**src/rtl/gascon_arb_pkg.sv**
```systemverilog
// Shared types for the Gascon round arbiter: FSM states, port index type and port count.
package gascon_arb_pkg;

   localparam int unsigned NPORTS = 2;

   typedef logic [0:0] port_idx_t;

   typedef enum logic [2:0] {
      IDLE,
      LOAD,
      RUN,
      NEXT,
      FINISH
   } arb_state_e;

   // Index of the set bit in a two-port one-hot grant (0 when port 0 or nobody owns).
   function automatic port_idx_t grant_to_idx(input logic [NPORTS-1:0] grant);
      return port_idx_t'(grant[1]);
   endfunction

endpackage

```
**src/rtl/gascon_rr_pick.sv**
```systemverilog
// Combinational two-way round-robin pick: a lone requester wins, and a tie goes to
// the port that did not own the core last.
module gascon_rr_pick
   import gascon_arb_pkg::*;
(
   input  logic [NPORTS-1:0] req,
   input  port_idx_t         last,
   output logic [NPORTS-1:0] win_c
);

   always_comb begin
      win_c = '0;
      if (&req) begin
         win_c[~last] = 1'b1;
      end else begin
         win_c = req;
      end
   end

endmodule

```
**src/rtl/gascon_round_arbiter.sv**
```systemverilog
// Time-shares one single-round Gascon core between the key-schedule engine (port 0)
// and the encryption/mix datapath (port 1), iterating the core for the requested rounds.
module gascon_round_arbiter
   import gascon_arb_pkg::*;
#(
   parameter int unsigned CWIDTH  = 128,
   parameter int unsigned RCW     = 4,
   parameter int unsigned TIMEOUT = 64
) (
   input  logic              clk,
   input  logic              reset,
   input  logic [1:0]        req,
   input  logic [CWIDTH-1:0] cin0,
   input  logic [CWIDTH-1:0] cin1,
   input  logic [RCW-1:0]    nrounds0,
   input  logic [RCW-1:0]    nrounds1,
   output logic [1:0]        grant,
   output logic [1:0]        done,
   output logic [CWIDTH-1:0] cout,
   output logic              err,
   output logic              busy,
   output logic [CWIDTH-1:0] core_c,
   output logic              core_reset,
   output logic              core_round,
   input  logic [CWIDTH-1:0] core_cout,
   input  logic              core_done
);

   localparam int unsigned TW = $clog2(TIMEOUT + 1);

   arb_state_e        state_q, state_d;
   logic [1:0]        grant_q, grant_d;
   logic [CWIDTH-1:0] w_q, w_d;
   logic [RCW-1:0]    cnt_q, cnt_d;
   logic [TW-1:0]     tmo_q, tmo_d;
   port_idx_t         last_q, last_d;
   logic [1:0]        done_q, done_d;
   logic [CWIDTH-1:0] cout_q, cout_d;
   logic              err_q, err_d;
   logic              busy_q, busy_d;
   logic [CWIDTH-1:0] core_c_q, core_c_d;
   logic              core_reset_q, core_reset_d;

   logic [1:0]        win_c;
   logic              win_sel_c;
   logic [RCW-1:0]    win_n_c;

   gascon_rr_pick u_pick (
      .req   (req),
      .last  (last_q),
      .win_c (win_c)
   );

   assign win_sel_c = win_c[1];
   assign win_n_c   = win_sel_c ? nrounds1 : nrounds0;

   // Next-state and registered-output logic.
   always_comb begin
      state_d  = state_q;
      grant_d  = grant_q;
      w_d      = w_q;
      cnt_d    = cnt_q;
      tmo_d    = tmo_q;
      last_d   = last_q;
      done_d   = '0;
      cout_d   = cout_q;
      err_d    = 1'b0;

      unique case (state_q)
         IDLE: begin
            if (|req) begin
               grant_d = win_c;
               w_d     = win_sel_c ? cin1 : cin0;
               cnt_d   = win_n_c;
               state_d = (win_n_c == '0) ? FINISH : LOAD;
            end
         end
         LOAD: begin
            tmo_d   = '0;
            state_d = RUN;
         end
         RUN: begin
            // A core_done in the threshold cycle still counts as a completed round.
            if (core_done) begin
               w_d     = core_cout;
               cnt_d   = cnt_q - RCW'(1);
               state_d = NEXT;
            end else begin
               tmo_d = tmo_q + TW'(1);
               if (tmo_d == TW'(TIMEOUT)) begin
                  err_d   = 1'b1;
                  cout_d  = w_q;
                  state_d = FINISH;
               end
            end
         end
         NEXT: begin
            state_d = (cnt_q != '0) ? LOAD : FINISH;
         end
         FINISH: begin
            done_d  = grant_q;
            cout_d  = w_q;
            last_d  = grant_to_idx(grant_q);
            grant_d = '0;
            state_d = IDLE;
         end
         default: begin
            state_d = IDLE;
         end
      endcase

      busy_d       = |grant_d;
      core_reset_d = (state_d == LOAD);
      core_c_d     = (state_d == LOAD) ? w_d : core_c_q;
   end

   always_ff @(posedge clk or posedge reset) begin
      if (reset) begin
         state_q      <= IDLE;
         grant_q      <= '0;
         w_q          <= '0;
         cnt_q        <= '0;
         tmo_q        <= '0;
         last_q       <= port_idx_t'(1'b1);
         done_q       <= '0;
         cout_q       <= '0;
         err_q        <= 1'b0;
         busy_q       <= 1'b0;
         core_c_q     <= '0;
         core_reset_q <= 1'b1;
      end else begin
         state_q      <= state_d;
         grant_q      <= grant_d;
         w_q          <= w_d;
         cnt_q        <= cnt_d;
         tmo_q        <= tmo_d;
         last_q       <= last_d;
         done_q       <= done_d;
         cout_q       <= cout_d;
         err_q        <= err_d;
         busy_q       <= busy_d;
         core_c_q     <= core_c_d;
         core_reset_q <= core_reset_d;
      end
   end

   assign grant      = grant_q;
   assign done       = done_q;
   assign cout       = cout_q;
   assign err        = err_q;
   assign busy       = busy_q;
   assign core_c     = core_c_q;
   assign core_reset = core_reset_q;
   assign core_round = 1'b0;

endmodule

```
**config.mk**
```make
export PLATFORM = sky130hd
export DESIGN_NAME = gascon_round_arbiter
export DESIGN_NICKNAME = d
export VERILOG_FILES = /design/src/rtl/gascon_arb_pkg.sv /design/src/rtl/gascon_rr_pick.sv /design/src/rtl/gascon_round_arbiter.sv
export SDC_FILE = /design/constraint.sdc
export NUM_CORES = 1
export LEC_CHECK = 0
export ABC_AREA = 0
export BUFFER_PORTS_ARGS = -buffer_cell sky130_fd_sc_hd__buf_2
export CAP_MARGIN = 15
export CORE_AREA = 10 10 251 253
export DETAILED_ROUTE_END_ITERATION = 10
export DIE_AREA = 0 0 261 263
export PLACE_DENSITY = 0.67
export SYNTH_ARGS = -nofsm -noshare
export SYNTH_HDL_FRONTEND = slang
export SYNTH_HIERARCHICAL = 1
export SYNTH_SLANG_ARGS = --single-unit
export TNS_END_PERCENT = 100
```
**constraint.sdc**
```tcl
create_clock -name clk -period 12.5 [get_ports clk]
set_clock_uncertainty 0.15 [all_clocks]
set_input_delay 0.625 -clock clk [delete_from_list [all_inputs] [get_ports clk]]
set_output_delay 0.625 -clock clk [all_outputs]
set_load 0.1 [all_outputs]
```
==> results.toml <==
[floorplan]
core_area_um2 = 58240
io_pins = 661
fp.dieH_um = 263
initial_core_util = 0.3108
die_x_um = 261
dieArea_um2 = 68640
rows = 89

[setup_path]
r2r_slack_ns = 8.51
worstSetupPathType = "flop to flop"
rr_endpoint = "core_c[108]$_DFFE_PP0N_"
required_ns = 12.79
crit_arrival_ns = 4.28
path_max_fanout = 71
r2r_start = "state_q[2]$_DFF_PP0_"
r2r_cells = 6
cp-start-kind = "flop"
end_kind = "flop"
critPathLaunch = "state_q[2]$_DFF_PP0_"

[grt]
grt_max_degree = 125
grt.total_usage = 0.1686
grt_first_pass_wirelength_um = 90900
grt_pass1_vias = 15104
antenna_found_initial = 2
gr-total-overflow = 0

[clock_network]
postCtsHoldBufs = 0
clkLatencyLatePin_ns = 0.55
post_cts_buffers = 0
cts_htree_levels = 2
clkSlewWorstSetupHoldPaths_ns = 0.06
cts_sinks = 406
post_cts_resized = 0
cts-buffers-inserted = 44
cts_tree = "yes"
cts-root-buf = "clkbuf_16"
clockBufferDepth = 3

[yosys]
ys_top_cells_by_area = "dfrtp_1 (56%), mux2_4 (10%), mux2_2 (8.2%)"
yosysTopAreaCell = "dfrtp_1"
avgSynthCellArea_um2 = 13.26
synthCells = 1365
syn_nets = 1764
seq_area_frac_synth = 0.5615
ys_warn_count = 6
ys.flop_type = "dfrtp_1"
synth.cell_area_um2 = 18100
yosys.area.top_type_share = 0.5586
async_flop_share = 1.000
ys_ff_latch = 406
yosys.cell_count.top_type = "dfrtp_1"
synthDistinctLibCells = 52
synth_edf_count = 0
synthTopCellsByCount = "dfrtp_1 (404), nand2_1 (144), inv_1 (133)"

[drt]
wl_per_cell_um = 21.44
via_count = 13403
wirelength_um = 60160
first_pass_iters = 5
drcViolationCount = 0
ant_nets = 0
first_iter_violations = 599
vias_per_cell = 4.777

[finish]
nNetsFinal = 2397
drive_gt1_frac = 0.5002
area_growth_pct = 29.53
fillers = 5610

[timing]
worst_pin_slew_ns = 1.003
relSlewSlack = 0.3316
setup_violations = 0
min_period_ns = 3.994
max_clock_freq_mhz = 250.4
hold_violations = 0
min_period_over_period = 0.3195
final_max_slew_viol_count = 0
rsz0062_at_grt = "false"
tns_ns = 0
hold-worst-slack_ns = 0.1118

[placement]
gp_congestion = 0.8920
port_buffers = 659
dp_hpwl_um = 44480

[flow_run]
drv_cap = 0

[status]
status = "completed"

[worst_hold_path]
hold_class = "input pin to async pin"
-- flip-flops by register name, indices dropped and copies added, names as in the netlist --
name / cells
tmo_q: 7
busy: 1
last_q: 1
done: 2
cout: 128
core_reset: 1
core_c: 128
state_q: 3
err: 1
cnt_q: 4
grant: 2
w_q: 128
-- how the worst max path moves through the flow --
stage,end,slack (ns),depth (start not counted)
2_1_floorplan,busy$_DFF_PP0_,0.43,1
3_3_place_gp,core_c[118]$_DFFE_PP0N_,8.28,7
3_5_place_dp,core_c[113]$_DFFE_PP0N_,8.23,7
4_1_cts,core_c[125]$_DFFE_PP0N_,8.37,6
5_1_grt,core_c[113]$_DFFE_PP0N_,8.25,6
6_report,core_c[108]$_DFFE_PP0N_,8.51,6
-- cell type report --
type                       instances  area, um2  share of cell area
timing repair buffer             677       3433              0.1464
clock inverter                    15      163.9            0.006991
sequential                       406      10160              0.4334
antenna                            2      5.005           0.0002135
tap                              773      967.2             0.04125
multi-input combinational        736       6889              0.2938
inverter                         133      506.7             0.02161
clock buffer                      64       1318             0.05620
-- through the flow --
stage	std cells	cell area [um2]	worst slack, ns	util
2_1_floorplan	1365	18100	0.4338	-
3_3_place_gp	2725	21960	8.285	0.3770
3_5_place_dp	2725	21960	8.232	0.3770
4_1_cts	2804	23440	8.371	0.4025
5_1_grt	2804	23440	8.254	0.4025
6_report	2806	23450	8.506	0.4026
-- worst max-delay path, stage by stage, from the launching register on --
cell,delay [ns]
dfrtp_1,0.50
and4bb_4,0.39
buf_4,0.64
a21o_4,0.67
buf_4,0.83
o221ai_1,0.28
mux2_2,0.33
-- logic make-up after synthesis --
logic type | after synthesis | share of synthesized area
flops | 406 | 0.5615
mux | 388 | 0.2574
buf+inv | 223 | 0.06007
simple gates | 174 | 0.04058
compound gates | 170 | 0.07846
fa+ha+maj | 2 | 0.001382
other cells | 1 | 0.0002072
xor+xnor | 1 | 0.0004840
-- per-layer routing --
metal  vias to the layer above  track usage  routed length (um)
met1                      6661       0.1917               23210
met5                         -            0                   0
met2                       536       0.2913               29600
met3                        91      0.05539                5493
li1                       6115            -                   -
met4                         0      0.05796                1863
-- placed cells by master (no fill, tap or decap), types with 3 or more instances in the layout --
cell       synthesis  final
a21oi_1            5      5
a22o_1             4      4
and2_1             3      3
and3_1             3      3
buf_2             27    659
buf_4              2     18
bufinv_16          0      3
clkbuf_1          37      7
clkbuf_16          0     45
clkbuf_8           0     12
clkinv_2           0      8
dfrtp_1          404    404
inv_1            133    132
mux2_1             8      8
mux2_2           131    131
mux2_4           120    120
mux2i_1          129    129
nand2_1          144    143
nor2_1             6      6
nor3_1             3      3
nor3b_1            3      3
o21ai_0           13     13
o221ai_1         128    128
Power is not shown: default switching activity piles up to over one toggle a cycle in this logic, so the estimate is an artifact.
